<file path="src/rtl/divide_n_clkgen_if.sv">
// Divide-by-N clock generator interface: run request, divisor load and status outputs.
interface divide_n_clkgen_if #(
   parameter int WIDTH = 8
);
   logic             en;
   logic [WIDTH-1:0] div;
   logic             div_load;
   logic             clk_out;
   logic             tc;
   logic             busy;
   logic             div_ack;
   logic             div_err;

   modport master (
      output en, div, div_load,
      input  clk_out, tc, busy, div_ack, div_err
   );

   modport slave (
      input  en, div, div_load,
      output clk_out, tc, busy, div_ack, div_err
   );
endinterface

</file>
<file path="src/rtl/divide_n_clkgen.sv">
// Programmable divide-by-N clock generator with glitch-free stop/start and
// divisor changes applied only at period boundaries.
// Optional feature macro: DIVN_ODD_DUTY50_EN (negedge term for 50% duty on odd N).
//
// state     | meaning
// ----------+-----------------------------------------------------------
// S_IDLE    | stopped, cnt held at 0, clk_out low, divisor loads apply at once
// S_RUN     | counting 0..N-1, en high
// S_STOPPING| en seen low, finishing the current period, stops at TC
module divide_n_clkgen #(
   parameter int WIDTH       = 8,
   parameter int DEFAULT_DIV = 4
) (
   input logic               clk,
   input logic               reset,
   divide_n_clkgen_if.slave  bus
);

   typedef enum logic [1:0] {
      S_IDLE     = 2'd0,
      S_RUN      = 2'd1,
      S_STOPPING = 2'd2
   } state_t;

   state_t           state_q, state_d;
   logic [WIDTH-1:0] cnt_q, cnt_d;
   logic [WIDTH-1:0] n_q, n_d;
   logic [WIDTH-1:0] pend_q, pend_d;
   logic             pend_v_q, pend_v_d;
   logic             clk_pos_q, clk_pos_d;
   logic             tc_q, tc_d;
   logic             busy_q, busy_d;
   logic             ack_q, ack_d;
   logic             err_q, err_d;
   logic             load_ok;
   logic [WIDTH-1:0] h_d;

   // State, counter, divisor and registered outputs.
   always_ff @(posedge clk) begin
      if (!reset) begin
         state_q   <= S_IDLE;
         cnt_q     <= '0;
         n_q       <= WIDTH'(DEFAULT_DIV);
         pend_q    <= '0;
         pend_v_q  <= 1'b0;
         clk_pos_q <= 1'b0;
         tc_q      <= 1'b0;
         busy_q    <= 1'b0;
         ack_q     <= 1'b0;
         err_q     <= 1'b0;
      end else begin
         state_q   <= state_d;
         cnt_q     <= cnt_d;
         n_q       <= n_d;
         pend_q    <= pend_d;
         pend_v_q  <= pend_v_d;
         clk_pos_q <= clk_pos_d;
         tc_q      <= tc_d;
         busy_q    <= busy_d;
         ack_q     <= ack_d;
         err_q     <= err_d;
      end
   end

   // Next state, counter, divisor swap at the wrap, and next output values.
   always_comb begin
      state_d  = state_q;
      cnt_d    = cnt_q;
      n_d      = n_q;
      pend_d   = pend_q;
      pend_v_d = pend_v_q;
      ack_d    = 1'b0;
      load_ok  = bus.div_load && (bus.div >= WIDTH'(2));
      err_d    = bus.div_load && (bus.div < WIDTH'(2));

      case (state_q)
         S_IDLE: begin
            cnt_d = '0;
            if (load_ok) begin
               n_d   = bus.div;
               ack_d = 1'b1;
            end
            if (bus.en) state_d = S_RUN;
         end
         default: begin
            // tc_q is high exactly in the cnt==N-1 cycle, so it marks the wrap.
            if (tc_q) begin
               cnt_d = '0;
               if (load_ok) begin
                  n_d      = bus.div;
                  ack_d    = 1'b1;
                  pend_v_d = 1'b0;
               end else if (pend_v_q) begin
                  n_d      = pend_q;
                  ack_d    = 1'b1;
                  pend_v_d = 1'b0;
               end
               // en low at the wrap ends the run; the finished period was complete.
               state_d = bus.en ? S_RUN : S_IDLE;
            end else begin
               cnt_d = cnt_q + WIDTH'(1);
               if (load_ok) begin
                  pend_d   = bus.div;
                  pend_v_d = 1'b1;
               end
               state_d = bus.en ? S_RUN : S_STOPPING;
            end
         end
      endcase

      h_d       = (n_d >> 1) + {{(WIDTH-1){1'b0}}, n_d[0]};
      busy_d    = (state_d != S_IDLE);
      clk_pos_d = busy_d && (cnt_d < h_d);
      tc_d      = busy_d && (cnt_d == n_d - WIDTH'(1));
   end

`ifdef DIVN_ODD_DUTY50_EN
   logic neg_q;
   logic odd_q;

   // Half-cycle delayed copy of the posedge term; ANDing trims half a cycle off the high phase.
   always_ff @(negedge clk) begin
      if (!reset) neg_q <= 1'b0;
      else        neg_q <= clk_pos_q;
   end

   // Tracks whether the divisor governing the current period is odd.
   always_ff @(posedge clk) begin
      if (!reset) odd_q <= 1'(DEFAULT_DIV % 2);
      else        odd_q <= n_d[0];
   end

   assign bus.clk_out = odd_q ? (clk_pos_q & neg_q) : clk_pos_q;
`else
   assign bus.clk_out = clk_pos_q;
`endif

   assign bus.tc      = tc_q;
   assign bus.busy    = busy_q;
   assign bus.div_ack = ack_q;
   assign bus.div_err = err_q;

endmodule

</file>
<file path="src/flat_wrapper.sv">
// flat-port wrapper written by rule: the top's interface ports become plain ports
module divide_n_clkgen_flat 
#(
   parameter int WIDTH       = 8,
   parameter int DEFAULT_DIV = 4
)
  (clk, reset, bus_en, bus_div, bus_div_load, bus_clk_out, bus_tc, bus_busy, bus_div_ack, bus_div_err);
  divide_n_clkgen_if #(.WIDTH(WIDTH)) bus_i ();
  input logic clk;
  input logic reset;
  input wire logic [$bits(bus_i.en)-1:0] bus_en;
  input wire logic [$bits(bus_i.div)-1:0] bus_div;
  input wire logic [$bits(bus_i.div_load)-1:0] bus_div_load;
  output wire logic [$bits(bus_i.clk_out)-1:0] bus_clk_out;
  output wire logic [$bits(bus_i.tc)-1:0] bus_tc;
  output wire logic [$bits(bus_i.busy)-1:0] bus_busy;
  output wire logic [$bits(bus_i.div_ack)-1:0] bus_div_ack;
  output wire logic [$bits(bus_i.div_err)-1:0] bus_div_err;
  assign bus_i.en = bus_en;
  assign bus_i.div = bus_div;
  assign bus_i.div_load = bus_div_load;
  assign bus_clk_out = bus_i.clk_out;
  assign bus_tc = bus_i.tc;
  assign bus_busy = bus_i.busy;
  assign bus_div_ack = bus_i.div_ack;
  assign bus_div_err = bus_i.div_err;
  divide_n_clkgen #(.WIDTH(WIDTH), .DEFAULT_DIV(DEFAULT_DIV)) u_core (.clk(clk), .reset(reset), .bus(bus_i));
endmodule
</file>
<file path="config.mk">
export PLATFORM = sky130hd
export DESIGN_NAME = divide_n_clkgen_flat
export DESIGN_NICKNAME = d
export VERILOG_FILES = /design/src/rtl/divide_n_clkgen_if.sv /design/src/rtl/divide_n_clkgen.sv /design/src/flat_wrapper.sv
export SDC_FILE = /design/constraint.sdc
export NUM_CORES = 1
export LEC_CHECK = 0
export BUFFER_PORTS_ARGS = -buffer_cell sky130_fd_sc_hd__clkbuf_2
export CAP_MARGIN = 20
export CORE_UTILIZATION = 35
export DETAILED_ROUTE_END_ITERATION = 12
export PLACE_DENSITY_LB_ADDON = 0.08
export SKIP_CTS_REPAIR_TIMING = 1
export SLEW_MARGIN = 10
export SYNTH_ARGS = -nofsm -noshare
export SYNTH_HDL_FRONTEND = slang
export SYNTH_SLANG_ARGS = --single-unit
</file>
<file path="constraint.sdc">
create_clock -name clk -period 4.65 [get_ports clk]
set_input_delay 0.465 -clock clk [delete_from_list [all_inputs] [get_ports clk]]
set_output_delay 0.465 -clock clk [all_outputs]
set_load 0.02 [all_outputs]
</file>
==> results of run 1 <==
[power by group]
group	total [mW]	switching [mW]	leakage (nW)	internal (mW)
Combinational	0.156	0.0912	0.651	0.0647
Clock	0.262	0.103	0.0552	0.159
Sequential	0.295	0.00752	0.262	0.287
[cells by family (layout without fill, tap and decap cells)]
kind of cell             after synthesis  after routing  share of synthesized area, %
AND/OR/NAND/NOR                       95             95                          24.1
AO/OA/AOI/OAI                         49             49                          19.2
flip-flops                            32             32                          32.5
buffers and inverters                 18             36                          4.25
XOR/XNOR                              16             16                          7.80
adder cells (fa/ha/maj)               11             11                          6.98
multiplexers                          10             10                          5.20
[per-layer routing]
layer | GRT usage, % | vias to the layer above | share of wire (%)
li1 | - | 873 | -
met1 | 26.3 | 842 | 53
met2 | 26.7 | 30 | 43
met3 | 3.69 | 5 | 3.7
met4 | 5.66 | 0 | 1.1
met5 | 0 | - | 0
[metrics by stage]
step                      instances  area (um2)  hold slack (ns)  utilization (%)
final                           319        2220            0.372             42.1
after global routing            319        2220            0.366             42.1
after CTS                       319        2220            0.365             42.1
after detailed placement        311        2110            0.452             40.1
after global placement          311        2110            0.458             40.1
after floorplan                 231        1970            0.431                -
[cells in the mapped netlist (all sizes together), types with 3 or more instances]
library cell / count
and3: 4
dfxtp: 32
and2: 3
nor2b: 3
nand3: 11
nand2: 16
o32a: 3
a21oi: 6
or3: 7
xnor2: 8
clkbuf: 6
mux2i: 8
nor3: 6
ha: 11
xor2: 7
a21o: 3
nand2b: 3
inv: 8
buf: 3
o21ai: 12
nor2: 30
[how the worst max path moves through the flow]
| stage | to | cells after the start |
|---|---|---|
| final | u_core.bus.clk_out | 14 |
| after global routing | u_core.bus.clk_out | 14 |
| after CTS | u_core.bus.clk_out | 14 |
| after detailed placement | u_core.bus.clk_out | 14 |
| after global placement | u_core.bus.clk_out | 14 |
| after floorplan | u_core.bus.clk_out | 15 |
[state kept, by name, indices dropped and copies added (netlist names)]
name                count
u_core.cnt_q            8
u_core.bus.clk_out      1
u_core.state_q          2
u_core.bus.tc           1
u_core.bus.div_ack      1
u_core.bus.busy         1
u_core.bus.div_err      1
u_core.pend_v_q         1
u_core.pend_q           8
u_core.n_q              8
[placed cells by master, fill, tap and decap left out, types with 3 or more instances in the layout]
cell type                  Yosys  layout
sky130_fd_sc_hd__xor2_1        7       7
sky130_fd_sc_hd__o21ai_0      10      10
sky130_fd_sc_hd__nor2b_1       3       3
sky130_fd_sc_hd__nand3_1      11      11
sky130_fd_sc_hd__nand2b_1      3       3
sky130_fd_sc_hd__nor3_1        6       6
sky130_fd_sc_hd__o32a_1        3       3
sky130_fd_sc_hd__inv_1         7       7
sky130_fd_sc_hd__mux2i_1       8       8
sky130_fd_sc_hd__and2_1        3       3
sky130_fd_sc_hd__clkbuf_8      0       5
sky130_fd_sc_hd__and3_1        4       4
sky130_fd_sc_hd__or3_1         7       7
sky130_fd_sc_hd__a21oi_1       6       6
sky130_fd_sc_hd__nand2_1      16      16
sky130_fd_sc_hd__dfxtp_1      32      32
sky130_fd_sc_hd__ha_1         11      11
sky130_fd_sc_hd__clkbuf_2      0      16
sky130_fd_sc_hd__nor2_1       30      30
sky130_fd_sc_hd__buf_4         0       3
sky130_fd_sc_hd__xnor2_1       8       8
sky130_fd_sc_hd__a21o_1        3       3
[area by class of cell]
cell class                      count  area [um2]  share of cell area [%]
Timing Repair Buffer               19         103                    4.62
Inverter                            9        33.8                    1.52
Clock buffer                        6        72.6                    3.27
Clock inverter                      2        35.0                    1.58
Multi-Input combinational cell    181        1250                    56.2
Tap cell                           70        87.6                    3.95
Sequential cell                    32         641                    28.9
[worst reg2reg max path, delay by kind of cell, from the launching register on]
family / cells / cell delay (ns)
AO/OA/AOI/OAI: 6 / 1.00
AND/OR/NAND/NOR: 4 / 0.94
adder cells (fa/ha/maj): 2 / 0.49
flip-flops: 1 / 0.43
XOR/XNOR: 1 / 0.17
==> impl_results.rst, run 1 <==
.. list-table::
   :header-rows: 1

   * - Metric
     - Value
   * - Layout cell share with drive strength beyond 1
     - 13.7%
   * - Cell with the most instances on the worst path
     - sky130_fd_sc_hd__a21o_1
   * - Sink of the worst hold path
     - u_core.state_q[1]
   * - Number of warnings printed during yosys synthesis
     - 0
   * - Count of state elements after synthesis
     - 32
   * - CORE AREA
     - 0.00527 mm2
   * - Leak Pwr
     - 0.968 nW
   * - Data arrival at the endpoint of the critical path
     - 3.73 ns
   * - Number of nets in the synthesized netlist
     - 254
   * - Maximum number of pins on one net before global-route repair
     - 20
   * - Antenna violation net count after detailed routing
     - 0
   * - Launching element type of the critical path
     - input port
   * - Share of Yosys cell area claimed by the top area cell type
     - 32.5%
   * - Post-synthesis sequential area ratio
     - 32.5%
   * - Count of buffering cells on the critical path with inverters included
     - 1
   * - Insertion delay to the later sink of the worst-skew pair
     - 0.28 ns
   * - Maximum ir drop on the vdd rail
     - 0.164 mV
   * - Number of cells traversed by the worst register-to-register path
     - 13
   * - Top_reg_cell synth
     - sky130_fd_sc_hd__dfxtp_1
   * - Number of standard-cell rows in the floorplan
     - 26
   * - DR vias/cell
     - 5.49
   * - Pwr per Cell Area
     - 321 mW/mm2
   * - Overall Power
     - about 0.7 mW
   * - Achievable Freq
     - around 290 MHz
   * - Area added between synthesis and finish
     - 12.6%
   * - DIE HEIGHT
     - 77.1 um
   * - Worst slack at placement
     - 0.889 ns
   * - Worst setup path startpoint
     - bus_div[6]
   * - Vias in the first global route
     - 1,637
   * - Top delay family on crit path
     - simple AND/OR/NAND/NOR gates
   * - Worst setup path category
     - input port to flip-flop
   * - Aggregate global routing overflow
     - 0
   * - Crit path cell chain
     - clkbuf_2 -> or4_1 -> o21a_1 -> or3_1 -> and3_1 -> ha_1 -> xnor2_1 -> ha_1 -> a21o_1 -> a21o_1 -> a21oi_1 -> nor2b_1 -> o21ai_0 -> a21o_1
   * - Antenna cell count
     - 0
   * - Total via count after detailed routing
     - 1,750
   * - Unrepaired setup endpoints after global routing
     - no
   * - Worst setup slack for register-to-register paths
     - 1.57 ns
   * - Largest cells by area after synthesis
     - sky130_fd_sc_hd__dfxtp_1 (32%), sky130_fd_sc_hd__ha_1 (7.0%), sky130_fd_sc_hd__nor2_1 (5.7%), sky130_fd_sc_hd__mux2i_1 (4.1%), sky130_fd_sc_hd__xnor2_1 (3.6%)
   * - Post-layout net count
     - approximately 270
   * - Worst setup skew after layout
     - 0.00974 ns
   * - EDFF count, synth
     - 0
   * - Count of final hold-check violations
     - 0
   * - Path category of the worst min-delay check
     - input port to flip-flop
   * - H-Tree Depth
     - 2
   * - Initial drt markers
     - about 160
   * - Kind of capture point of the worst setup path
     - flip-flop
   * - Final sum of negative setup slack
     - 0 ns
   * - Outcome
     - finished clean
   * - Global-route wire length before repair
     - 8.34 mm
   * - Endpoint of the most critical register-to-register path
     - u_core.bus.clk_out
   * - Number of stages on the worst hold path
     - 2
   * - Global Route Usage Sum
     - 18.2%
   * - FILL cells
     - 568
   * - Initial antenna violation count
     - 0
   * - Number of buffers added on ports
     - 16
   * - Number of cells produced by synthesis
     - ~230
   * - Share of the cycle needed by the critical path after routing
     - 75.3%
   * - Weighted congestion at the end of routability-driven global placement
     - 0.792
   * - Top-level port count
     - 17
   * - Biggest area consumer among synthesized cells
     - sky130_fd_sc_hd__dfxtp_1
   * - Clk sinks
     - 32
   * - Final critical-path setup slack
     - 1.15 ns
   * - TritonCTS clock tree
     - yes
   * - CP max FO
     - 9
   * - Startpoint of the tightest hold check path
     - bus_en
   * - Area enclosed by the die boundary
     - 0.00594 mm2
   * - Maximum root-to-sink buffer count
     - 2
   * - Syn Std Cell Area
     - 0.00197 mm2
   * - Required time at the worst-slack endpoint
     - 4.88 ns
   * - Die span in x
     - 77.1 um
   * - Final period demand of the worst path
     - ~3.5 ns
   * - Clock-pin transition on the worst setup and hold timing paths
     - 0.07 ns
   * - Max-slew violation count
     - 0
   * - First-pass iteration count of the detailed router
     - 4
   * - Critical R2R Launch
     - u_core.pend_v_q
   * - Total clock buffers created by CTS
     - 5
   * - DP Wirelength
     - 3.79 mm
   * - Routed wirelength normalized by instance count
     - between 15 and 20 um
   * - Worst slew margin relative to its limit
     - 54.8%
   * - Average footprint of a synthesized cell
     - approximately 8.5 um2
   * - Total length of routed wires
     - 4.93 mm
   * - Clock Root Buffer
     - sky130_fd_sc_hd__clkbuf_8
   * - Post-synth ARST share
     - 0%
   * - CP max stage cell
     - sky130_fd_sc_hd__or4_1
   * - Initial Utilization
     - 37.4%
   * - Final number of setup-violating endpoints
     - 0
   * - DRC viols
     - 0
   * - Max capacitance violation total
     - 0
   * - Count of unique library cells instantiated by Yosys
     - 58
   * - Slew at the pin with the worst max-slew slack
     - between 0.6 and 0.7 ns
   * - Worst stage delay on the critical path
     - 0.66 ns
(Power assumes the default switching activity.)
==> run 2: changes to the inputs <==
==> constraint.sdc (replaced) <==
create_clock -name clk -period 2.8 [get_ports clk]
set_input_delay 0.28 -clock clk [delete_from_list [all_inputs] [get_ports clk]]
set_output_delay 0.28 -clock clk [all_outputs]
set_load 0.02 [all_outputs]
==> impl_results.rst, run 2 (synthesis gave the netlist of run 1 again) <==
.. list-table::
   :header-rows: 1

   * - Metric
     - Value
   * - DRC viols
     - 0 (unchanged)
   * - Insertion delay to the later sink of the worst-skew pair
     - 0.29 ns (was 0.28 ns)
   * - Path category of the worst min-delay check
     - input port to flip-flop (unchanged)
   * - Most common library cell in the layout ignoring fill and taps
     - sky130_fd_sc_hd__buf_4 (was sky130_fd_sc_hd__dfxtp_1)
   * - CORE AREA
     - 0.00527 mm2 (unchanged)
   * - Unrepaired setup endpoints after global routing
     - yes (was no)
   * - Clock-pin transition on the worst setup and hold timing paths
     - 0.08 ns (was 0.07 ns)
   * - Worst setup skew after layout
     - 0.0110 ns (was 0.00974 ns)
   * - Slew at the pin with the worst max-slew slack
     - 0.601 ns (was 0.671 ns)
   * - Area added between synthesis and finish
     - 39.6% (was 12.6%)
   * - Highest-count cells in the layout ignoring fill and taps
     - sky130_fd_sc_hd__buf_4 (54), sky130_fd_sc_hd__dfxtp_1 (32), sky130_fd_sc_hd__nor2_1 (28), sky130_fd_sc_hd__nand2_1 (15), sky130_fd_sc_hd__clkbuf_2 (15) (was sky130_fd_sc_hd__dfxtp_1 (32), sky130_fd_sc_hd__nor2_1 (30), sky130_fd_sc_hd__nand2_1 (16), sky130_fd_sc_hd__clkbuf_2 (16))
   * - FILL cells
     - 530 (was 568)
   * - Aggregate global routing overflow
     - 0 (unchanged)
   * - DP Wirelength
     - 4.34 mm (was 3.79 mm)
   * - Initial drt markers
     - 73 (was 155)
   * - Worst setup path category
     - input port to flip-flop (unchanged)
   * - Global Route Usage Sum
     - 19.6% (was 18.2%)
   * - Total via count after detailed routing
     - 1,909 (was 1,750)
   * - TritonCTS clock tree
     - yes (unchanged)
   * - Failing checks
     - setup timing
   * - Final period demand of the worst path
     - 2.98 ns
   * - Leak Pwr
     - 1.24 nW (was 0.968 nW)
   * - Routed wirelength normalized by instance count
     - 14.9 um (was 15.4 um)
   * - Initial Utilization
     - 37.4% (unchanged)
   * - Max capacitance violation total
     - 0 (unchanged)
   * - Maximum number of pins on one net before global-route repair
     - 20 (unchanged)
   * - Pwr per Cell Area
     - 481 mW/mm2 (was 321 mW/mm2)
   * - Antenna cell count
     - 0 (unchanged)
   * - Final critical-path setup slack
     - -0.184 ns (was 1.15 ns)
   * - Global-route wire length before repair
     - 8.88 mm (was 8.34 mm)
   * - Weighted congestion at the end of routability-driven global placement
     - 0.908 (was 0.792)
   * - Share of the core filled with cells in the final layout
     - 52.2% (was 42.1%)
   * - Top Registers
     - u_core.cnt_q x8, u_core.n_q x8, u_core.pend_q x8 (unchanged)
   * - Count of final hold-check violations
     - 0 (unchanged)
   * - Maximum ir drop on the vdd rail
     - 0.316 mV (was 0.164 mV)
   * - Final number of setup-violating endpoints
     - 2 (was 0)
   * - Achievable Freq
     - 335 MHz
   * - Max-slew violation count
     - 0 (unchanged)
   * - Kind of capture point of the worst setup path
     - flip-flop (unchanged)
   * - H-Tree Depth
     - 2 (unchanged)
   * - CP max FO
     - 5 (was 9)
   * - Total clock buffers created by CTS
     - 5 (unchanged)
   * - DR vias/cell
     - 5.15 (was 5.49)
   * - Die span in x
     - 77.1 um (unchanged)
   * - Share of the cycle needed by the critical path after routing
     - 107%
   * - Worst setup slack for register-to-register paths
     - -0.06 ns (was 1.57 ns)
   * - Data arrival at the endpoint of the critical path
     - 3.19 ns (was 3.73 ns)
   * - Hold WS
     - 0.176 ns (was 0.372 ns)
   * - Clk sinks
     - 32 (unchanged)
   * - Outcome
     - finished, violations left (was finished clean)
   * - Number of standard-cell rows in the floorplan
     - 26 (unchanged)
   * - Layout cell share with drive strength beyond 1
     - 35.5% (was 13.7%)
   * - DIE HEIGHT
     - 77.1 um (unchanged)
   * - Required time at the worst-slack endpoint
     - 3.01 ns (was 4.88 ns)
   * - Initial antenna violation count
     - 0 (unchanged)
   * - Area enclosed by the die boundary
     - 0.00594 mm2 (unchanged)
   * - Worst slew margin relative to its limit
     - 59.7% (was 54.8%)
   * - Total length of routed wires
     - 5.51 mm (was 4.93 mm)
   * - Number of buffers added on ports
     - 16 (unchanged)
   * - Antenna violation net count after detailed routing
     - 0 (unchanged)
   * - Maximum root-to-sink buffer count
     - 2 (unchanged)
   * - Top-level port count
     - 17 (unchanged)
   * - Launching element type of the critical path
     - input port (unchanged)
   * - First-pass iteration count of the detailed router
     - 4 (unchanged)
   * - Clock Root Buffer
     - sky130_fd_sc_hd__clkbuf_8 (unchanged)
   * - Vias in the first global route
     - 1,759 (was 1,637)
   * - Post-layout net count
     - 323 (was 271)
## run 2: layout make-up
class | instances | area (um2) | share of cell area, %
clock buffers | 5 | 68.8 | 2.50
clock inverters | 3 | 42.5 | 1.55
inverters | 9 | 33.8 | 1.23
multi-input cells | 181 | 1370 | 49.7
flip-flops and latches | 32 | 641 | 23.3
well taps | 70 | 87.6 | 3.18
repair buffers | 71 | 512 | 18.6
## run 2: final timing paths
| kind | from | to | cells past startpoint |
|---|---|---|---|
| setup / recovery | bus_div[2] | u_core.bus.tc | 12 |
| hold reg to reg | u_core.pend_q[7] | u_core.pend_q[7] | 2 |
| hold / removal | bus_en | u_core.state_q[1] | 2 |
| setup reg to reg | u_core.state_q[1] | u_core.bus.tc | 11 |
## run 2: where the power goes
group / total [mW] / switching [mW] / internal, mW
clock: 0.454 / 0.191 / 0.263
sequential: 0.487 / 0.0103 / 0.477
combinational: 0.382 / 0.187 / 0.195
total: 1.32 / 0.388 / 0.935
## run 2: metrics by stage
stage,worst slack [ns],TNS (ns),area (um2),cells,power [mW]
after floorplan,-0.281,-0.562,2040,231,0.707
after global placement,-0.485,-0.881,2550,362,0.859
after detailed placement,-0.522,-0.938,2550,362,0.859
after CTS,-0.242,-0.363,2670,370,1.31
after global routing,-0.271,-0.455,2750,371,1.39
final,-0.184,-0.264,2750,371,1.32
## run 2: worst max-delay path, stage by stage
cell                        delay (ns)
sky130_fd_sc_hd__buf_6            0.09
sky130_fd_sc_hd__or4_4            0.57
sky130_fd_sc_hd__o21a_4           0.27
sky130_fd_sc_hd__or3_4            0.39
sky130_fd_sc_hd__and3_4           0.21
sky130_fd_sc_hd__ha_4             0.27
sky130_fd_sc_hd__inv_2            0.03
sky130_fd_sc_hd__or4_1            0.48
sky130_fd_sc_hd__mux2i_1          0.15
sky130_fd_sc_hd__a41o_1           0.13
sky130_fd_sc_hd__o2111ai_2        0.13
sky130_fd_sc_hd__a41oi_2          0.20
## run 2: metal layers
layer | share of wire [%] | GRT usage [%] | vias up
li1 | - | - | 976
met3 | 2.9 | 3.57 | 4
met5 | 0 | 0 | -
met4 | 0.53 | 5.09 | 0
met1 | 53 | 27.6 | 903
met2 | 44 | 30.4 | 26
